**src/rtl/tdm_demux_1to4_if.sv**
```systemverilog
// -----------------------------------------------------------------------------
// tdm_demux_1to4_if
//   Bundles the serial TDM input side and the parallel channel output side of
//   tdm_demux_1to4.
//
//   Signals:
//     din        serial data bit
//     din_vld    qualifies din/sync
//     sync       frame marker on the first bit of slot 0
//     dout       4 channels, channel k in dout[k*DATA_W +: DATA_W]
//     dout_vld   per-channel 1-cycle update pulse
//     locked     demux is frame-aligned
//     frame_err  1-cycle alignment error pulse
//     par_err    per-channel parity error pulse (only with TDM_PARITY_EN)
//
//   Modports:
//     master  drives the serial stream, observes the channel outputs
//     slave   the demux itself
//
//   Optional build macro: TDM_PARITY_EN
// -----------------------------------------------------------------------------
interface tdm_demux_1to4_if #(
  parameter int DATA_W = 8
);
  logic                  din;
  logic                  din_vld;
  logic                  sync;
  logic [4*DATA_W-1:0]   dout;
  logic [3:0]            dout_vld;
  logic                  locked;
  logic                  frame_err;
`ifdef TDM_PARITY_EN
  logic [3:0]            par_err;
`endif

  modport master (
    output din, din_vld, sync,
`ifdef TDM_PARITY_EN
    input  par_err,
`endif
    input  dout, dout_vld, locked, frame_err
  );

  modport slave (
    input  din, din_vld, sync,
`ifdef TDM_PARITY_EN
    output par_err,
`endif
    output dout, dout_vld, locked, frame_err
  );
endinterface

```
**src/rtl/tdm_demux_1to4.sv**
```systemverilog
// -----------------------------------------------------------------------------
// tdm_demux_1to4
//   Receive-side 1:4 TDM demultiplexer. Tracks frame alignment on a serial
//   stream (4 slots of DATA_W bits, MSB first, sync on the first bit of
//   slot 0), deserialises each slot onto its channel and flags alignment
//   errors.
//
//   Ports:
//     clk   single clock, rising edge
//     rst   synchronous, active-high reset
//     bus   tdm_demux_1to4_if.slave (din, din_vld, sync in;
//           dout, dout_vld, locked, frame_err [, par_err] out)
//
//   Optional build macro: TDM_PARITY_EN
//     Each slot carries one extra even-parity bit after the payload; slot
//     completion happens on that bit and par_err[k] pulses with dout_vld[k]
//     when the parity does not check.
// -----------------------------------------------------------------------------
module tdm_demux_1to4 #(
  parameter int DATA_W = 8
) (
  input  logic                    clk,
  input  logic                    rst,
  tdm_demux_1to4_if.slave         bus
);

`ifdef TDM_PARITY_EN
  localparam int SLOT_W  = DATA_W + 1;
  // The whole payload must still be available when the parity bit arrives.
  localparam int SHIFT_W = DATA_W;
`else
  localparam int SLOT_W  = DATA_W;
  // The last payload bit comes straight from din, so one bit less is stored.
  localparam int SHIFT_W = DATA_W - 1;
`endif
  localparam int CNT_W = $clog2(SLOT_W);
  localparam logic [CNT_W-1:0] LAST_BIT = CNT_W'(SLOT_W - 1);

  typedef enum logic {
    ST_HUNT = 1'b0,
    ST_RUN  = 1'b1
  } state_t;

  state_t                r_state;
  logic [CNT_W-1:0]      r_bit_cnt;
  logic [1:0]            r_slot_cnt;
  logic [SHIFT_W-1:0]    r_shift;
  logic [4*DATA_W-1:0]   r_dout;
  logic [3:0]            r_dout_vld;
  logic                  r_locked;
  logic                  r_frame_err;

  logic                  w_frame_start;
  logic                  w_slot_last;
  logic [SHIFT_W-1:0]    w_shift_next;
  logic [SHIFT_W-1:0]    w_shift_first;
  logic [DATA_W-1:0]     w_payload;

  assign w_frame_start = (r_bit_cnt == '0) && (r_slot_cnt == 2'd0);
  assign w_slot_last   = (r_bit_cnt == LAST_BIT);
  // Truncating cast drops the oldest bit when the register is full.
  assign w_shift_next  = SHIFT_W'({r_shift, bus.din});
  assign w_shift_first = SHIFT_W'(bus.din);

`ifdef TDM_PARITY_EN
  logic [3:0] r_par_err;
  logic       w_par_bad;

  assign w_payload   = r_shift;
  assign w_par_bad   = (^r_shift) ^ bus.din;
  assign bus.par_err = r_par_err;
`else
  assign w_payload   = {r_shift, bus.din};
`endif

  // NOTE: all state below is updated with non-blocking assignments so every
  // register samples the pre-edge values of the others, regardless of
  // statement order.
  always_ff @(posedge clk) begin
    if (rst) begin
      r_state     <= ST_HUNT;
      r_bit_cnt   <= '0;
      r_slot_cnt  <= 2'd0;
      r_shift     <= '0;
      r_dout      <= '0;
      r_dout_vld  <= '0;
      r_locked    <= 1'b0;
      r_frame_err <= 1'b0;
`ifdef TDM_PARITY_EN
      r_par_err   <= '0;
`endif
    end else begin
      // Pulses last a single cycle unless re-asserted below.
      r_dout_vld  <= '0;
      r_frame_err <= 1'b0;
`ifdef TDM_PARITY_EN
      r_par_err   <= '0;
`endif
      if (bus.din_vld) begin
        case (r_state)
          ST_HUNT: begin
            if (bus.sync) begin
              r_state    <= ST_RUN;
              r_locked   <= 1'b1;
              r_shift    <= w_shift_first;
              r_bit_cnt  <= CNT_W'(1);
              r_slot_cnt <= 2'd0;
            end
          end

          ST_RUN: begin
            if (w_frame_start && !bus.sync) begin
              // Expected frame start without a marker: lose lock.
              r_frame_err <= 1'b1;
              r_state     <= ST_HUNT;
              r_locked    <= 1'b0;
              r_bit_cnt   <= '0;
              r_slot_cnt  <= 2'd0;
            end else if (bus.sync && !w_frame_start) begin
              // Early or late marker: drop the partial slot and realign so
              // this bit is bit 0 of slot 0.
              r_frame_err <= 1'b1;
              r_shift     <= w_shift_first;
              r_bit_cnt   <= CNT_W'(1);
              r_slot_cnt  <= 2'd0;
            end else if (w_slot_last) begin
              r_dout[32'(r_slot_cnt) * DATA_W +: DATA_W] <= w_payload;
              r_dout_vld[r_slot_cnt] <= 1'b1;
`ifdef TDM_PARITY_EN
              r_par_err[r_slot_cnt]  <= w_par_bad;
`endif
              r_bit_cnt  <= '0;
              r_slot_cnt <= r_slot_cnt + 2'd1;
            end else begin
              r_shift   <= w_shift_next;
              r_bit_cnt <= r_bit_cnt + CNT_W'(1);
            end
          end

          default: begin
            r_state  <= ST_HUNT;
            r_locked <= 1'b0;
          end
        endcase
      end
    end
  end

  assign bus.dout      = r_dout;
  assign bus.dout_vld  = r_dout_vld;
  assign bus.locked    = r_locked;
  assign bus.frame_err = r_frame_err;

endmodule

```
**src/flat_wrapper.sv**
```systemverilog
// flat-port wrapper written by rule: the top's interface ports become plain ports
module tdm_demux_1to4_flat 
#(
  parameter int DATA_W = 8
)
  (clk, rst, bus_din, bus_din_vld, bus_sync, bus_dout, bus_dout_vld, bus_locked, bus_frame_err);
  tdm_demux_1to4_if #(.DATA_W(DATA_W)) bus_i ();
  input  logic clk;
  input  logic rst;
  input wire logic [$bits(bus_i.din)-1:0] bus_din;
  input wire logic [$bits(bus_i.din_vld)-1:0] bus_din_vld;
  input wire logic [$bits(bus_i.sync)-1:0] bus_sync;
  output wire logic [$bits(bus_i.dout)-1:0] bus_dout;
  output wire logic [$bits(bus_i.dout_vld)-1:0] bus_dout_vld;
  output wire logic [$bits(bus_i.locked)-1:0] bus_locked;
  output wire logic [$bits(bus_i.frame_err)-1:0] bus_frame_err;
  assign bus_i.din = bus_din;
  assign bus_i.din_vld = bus_din_vld;
  assign bus_i.sync = bus_sync;
  assign bus_dout = bus_i.dout;
  assign bus_dout_vld = bus_i.dout_vld;
  assign bus_locked = bus_i.locked;
  assign bus_frame_err = bus_i.frame_err;
  tdm_demux_1to4 #(.DATA_W(DATA_W)) u_core (.clk(clk), .rst(rst), .bus(bus_i));
endmodule
```
**config.mk**
```make
export PLATFORM = sky130hd
export DESIGN_NAME = tdm_demux_1to4_flat
export DESIGN_NICKNAME = d
export VERILOG_FILES = /design/src/rtl/tdm_demux_1to4_if.sv /design/src/rtl/tdm_demux_1to4.sv /design/src/flat_wrapper.sv
export SDC_FILE = /design/constraint.sdc
export NUM_CORES = 1
export LEC_CHECK = 0
export ABC_AREA = 1
export CORE_MARGIN = 5
export CORE_UTILIZATION = 45
export DETAILED_ROUTE_END_ITERATION = 7
export HOLD_SLACK_MARGIN = 0.08
export PLACE_DENSITY_LB_ADDON = 0.2
export SKIP_CTS_REPAIR_TIMING = 1
export SYNTH_ARGS = -nofsm -noshare
export SYNTH_HDL_FRONTEND = slang
export SYNTH_SLANG_ARGS = --single-unit
```
**constraint.sdc**
```tcl
create_clock -name clk -period 2.85 [get_ports clk]
set_input_delay 0.855 -clock clk [delete_from_list [all_inputs] [get_ports clk]]
set_output_delay 0.855 -clock clk [all_outputs]
set_load 0.03 [all_outputs]
```
==> metrics.csv <==
stage,metric,value,unit
status,status,completed,
synth,netlist_top_cells_count,"nand2_1 (88), nor2_1 (73), dfxtp_1 (51)",
worst_setup_path,cp-start-kind,input port,
floorplan,design.die.area,7010,um^2
cells_and_area,multi_input_area,1180,um^2
synth,synth.distinct_cells,21,
cells_and_area,regArea,1020,um^2
floorplan,placementRows,26,
routing,firstDrtPassIters,5,
cells_and_area,post_route_cells_drive_above_1_share,0.0551,
routing,vias,2226,
sta,period_share,0.818,
sta,final_hold_viol_count,0,
synth,ys.flop_type,dfxtp_1,
worst_setup_path,worstPathArrival,2.57,ns
synth,syn-num-nets,376,
synth,synth-edff-count,0,
sta,fin_crit,2.33,ns
worst_setup_path,critPathMaxStageDelay,0.52,ns
clocking,root_buffer,clkbuf_8,
synth,synth-seq-area-share,0.417,
routing,viasPerCell,4.75,
clocking,ctsHtreeMaxLevel,2,
synth,syn_inst,358,
worst_hold_path,hp-start,u_core.r_bit_cnt[1],
sta,fin_tns_setup,0,ns
worst_setup_path,path_buf_inv,3,
synth,synth_top_area_share,0.417,
global_routing,grt_max_degree,25,
placed_design,routabilityCongestion,0.877,
clocking,numCtsBuffers,5,
global_routing,grt_pass1_wl,8910,um
routing,drt-total-wl,5190,um
synth,ys_seq_elements,51,
cells_and_area,final_core_util,0.578,
worst_setup_path,crit_chain,clkdlybuf4s50_1 -> inv_1 -> ha_1 -> nand2_1 -> nor2_4 -> nand2_2 -> inv_1 -> nand2_1 -> a21oi_1,
worst_setup_path,crit_path_max_fanout,11,
power,clkPwrFrac,0.301,
worst_hold_path,holdCritPathClass,reg -> reg,
power,swShare,0.291,
worst_setup_path,cp_data_required_time,3.09,ns
cells_and_area,fin_nets,416,
power,p_leak,1.30,nW
power,ir_drop,0.000317,V
routing,drc_errors,0,
power,pwr-share-comb,0.147,
flow_run,maxCapViolCount,0,
cells_and_area,final_area,3010,um^2
worst_setup_path,cp-startpoint,bus_sync,
routing,ant_nets,0,
synth,synth_largest_area_cell,dfxtp_1,
power,power_density,450,nW/um^2
cells_and_area,syn2layout_area_growth,23.0,%
global_routing,antenna_found_initial,0,
synth,ys_top_cells_by_area,"dfxtp_1 (42%), nand2_1 (13%), nor2_1 (11%)",
worst_setup_path,r2r-start,u_core.r_slot_cnt[1],
cells_and_area,antennaDiodeCount,0,
clocking,clkSinkCount,51,
global_routing,grt.overflow.total,0,
sta,max-slew-margin-rel,0.607,
worst_setup_path,cp-end-kind,register,
clocking,clk_pin_slew,0.09,ns
worst_setup_path,slowest_stage,clkdlybuf4s50_1,
cells_and_area,fillers,518,
synth,yosysWarnings,0,
clocking,clock_latency,0.31,ns
power,sequentialPowerShare,0.552,
global_routing,first_global_vias,2085,
clocking,cts_tree,done,
placed_design,postPlaceCellArea,2920,um^2
floorplan,fp.dieW,83.7,um
floorplan,start_util,0.470,
routing,drt_iter0_markers,71,
cells_and_area,instances_no_fill,469,
synth,async_flop_share,0,
worst_setup_path,crit_type,in -> reg,
placed_design,numPortBuffers,42,
power,p_switching,393,uW
sta,max_freq,429,MHz
routing,routedWlPerCell,11.1,um
placed_design,dp.cells,461,
placed_design,dp_hpwl,3930,um
power,internal-power,961,uW
floorplan,coreArea,5200,um^2
synth,synth_most_common_cell,nand2_1,
floorplan,ios,43,
clocking,clockBufferDepth,2,
global_routing,track_usage,0.152,
sta,rsz0062_at_grt,no,
synth,synth_area,2450,um^2
sta,fin_worst_skew,0.00224,ns
floorplan,die_h,83.7,um
worst_setup_path,path_delay_family,buffers and inverters,
sta,slew_violations,0,
sta,whs,0.487,ns
sta,worst_pin_slew,0.589,ns
sta,setup_viol,0,
synth,postSynthAreaPerCell,6.84,um^2
-- cell type report --
| type | count | area share |
|---|---|---|
| clock buffer | 6 | 0.0241 |
| timing repair buffer | 48 | 0.159 |
| tap | 70 | 0.0291 |
| inverter | 41 | 0.0511 |
| sequential | 51 | 0.339 |
| clock inverter | 2 | 0.00416 |
| multi-input combinational | 251 | 0.393 |
-- flip-flops by register name (all words and copies together), names as in the netlist --
register and cells:
u_core.bus.dout 32, u_core.bus.dout_vld 4, u_core.bus.frame_err 1, u_core.bus.locked 1
u_core.r_bit_cnt 3, u_core.r_shift 7, u_core.r_slot_cnt 2, u_core.r_state 1
-- per-layer routing --
metal | GRT usage | vias up | part of all wire
li1 | - | 1181 | -
met3 | 0.0454 | 6 | 0.053
met5 | 0 | - | 0
met1 | 0.174 | 1001 | 0.47
met4 | 0.0409 | 0 | 0.010
met2 | 0.275 | 38 | 0.47
-- cells in the final DEF, fill, tap and decap left out --
cell type	instances
a31oi_1	1
buf_12	1
nand2_4	2
inv_1	39
clkinv_2	1
inv_2	2
dfxtp_1	51
o21ai_0	11
a21oi_1	19
nand3_1	29
buf_4	5
clkdlybuf4s50_1	42
clkinvlp_4	1
nand2_1	88
nor2_4	1
nand3_2	1
nor2_1	73
nand2_2	3
nand4_1	2
nor3_1	8
ha_1	13
clkbuf_8	5
clkbuf_1	1
-- cells by family after synthesis --
logic type      synth area share
compound gates            0.0639
fa+ha+maj                 0.0665
buf+inv                   0.0992
flops                      0.417
simple gates               0.353
-- path summary, 6_finish.rpt --
| kind | endpoint | slack [ns] | cells after the start |
|---|---|---|---|
| setup / recovery | u_core.bus.dout[20] | 0.52 | 9 |
| hold / removal | u_core.r_bit_cnt[1] | 0.49 | 2 |
| setup reg to reg | u_core.bus.dout[20] | 0.76 | 11 |
| hold reg to reg | u_core.r_bit_cnt[1] | 0.49 | 2 |
-- worst min-delay path, stage by stage, from the launching register on --
cell     delay (ns)
dfxtp_1        0.33
nand2_1        0.06
a21oi_1        0.05
-- power by group through the flow --
stage / clock, mW / sequential [mW] / combinational [mW]
2_1_floorplan: 0 / 0.761 / 0.145
3_3_place_gp: 0 / 0.764 / 0.195
3_5_place_dp: 0 / 0.764 / 0.197
4_1_cts: 0.423 / 0.747 / 0.198
5_1_grt: 0.453 / 0.750 / 0.228
6_report: 0.408 / 0.748 / 0.199
-- through the flow --
step	setup WS (ns)	power, mW
floorplan	0.323	0.906
global placement	0.231	0.959
detailed placement	0.205	0.961
CTS	0.528	1.37
global route	0.337	1.43
finish	0.518	1.35
Note: power is estimated with default switching activity, not from simulation.
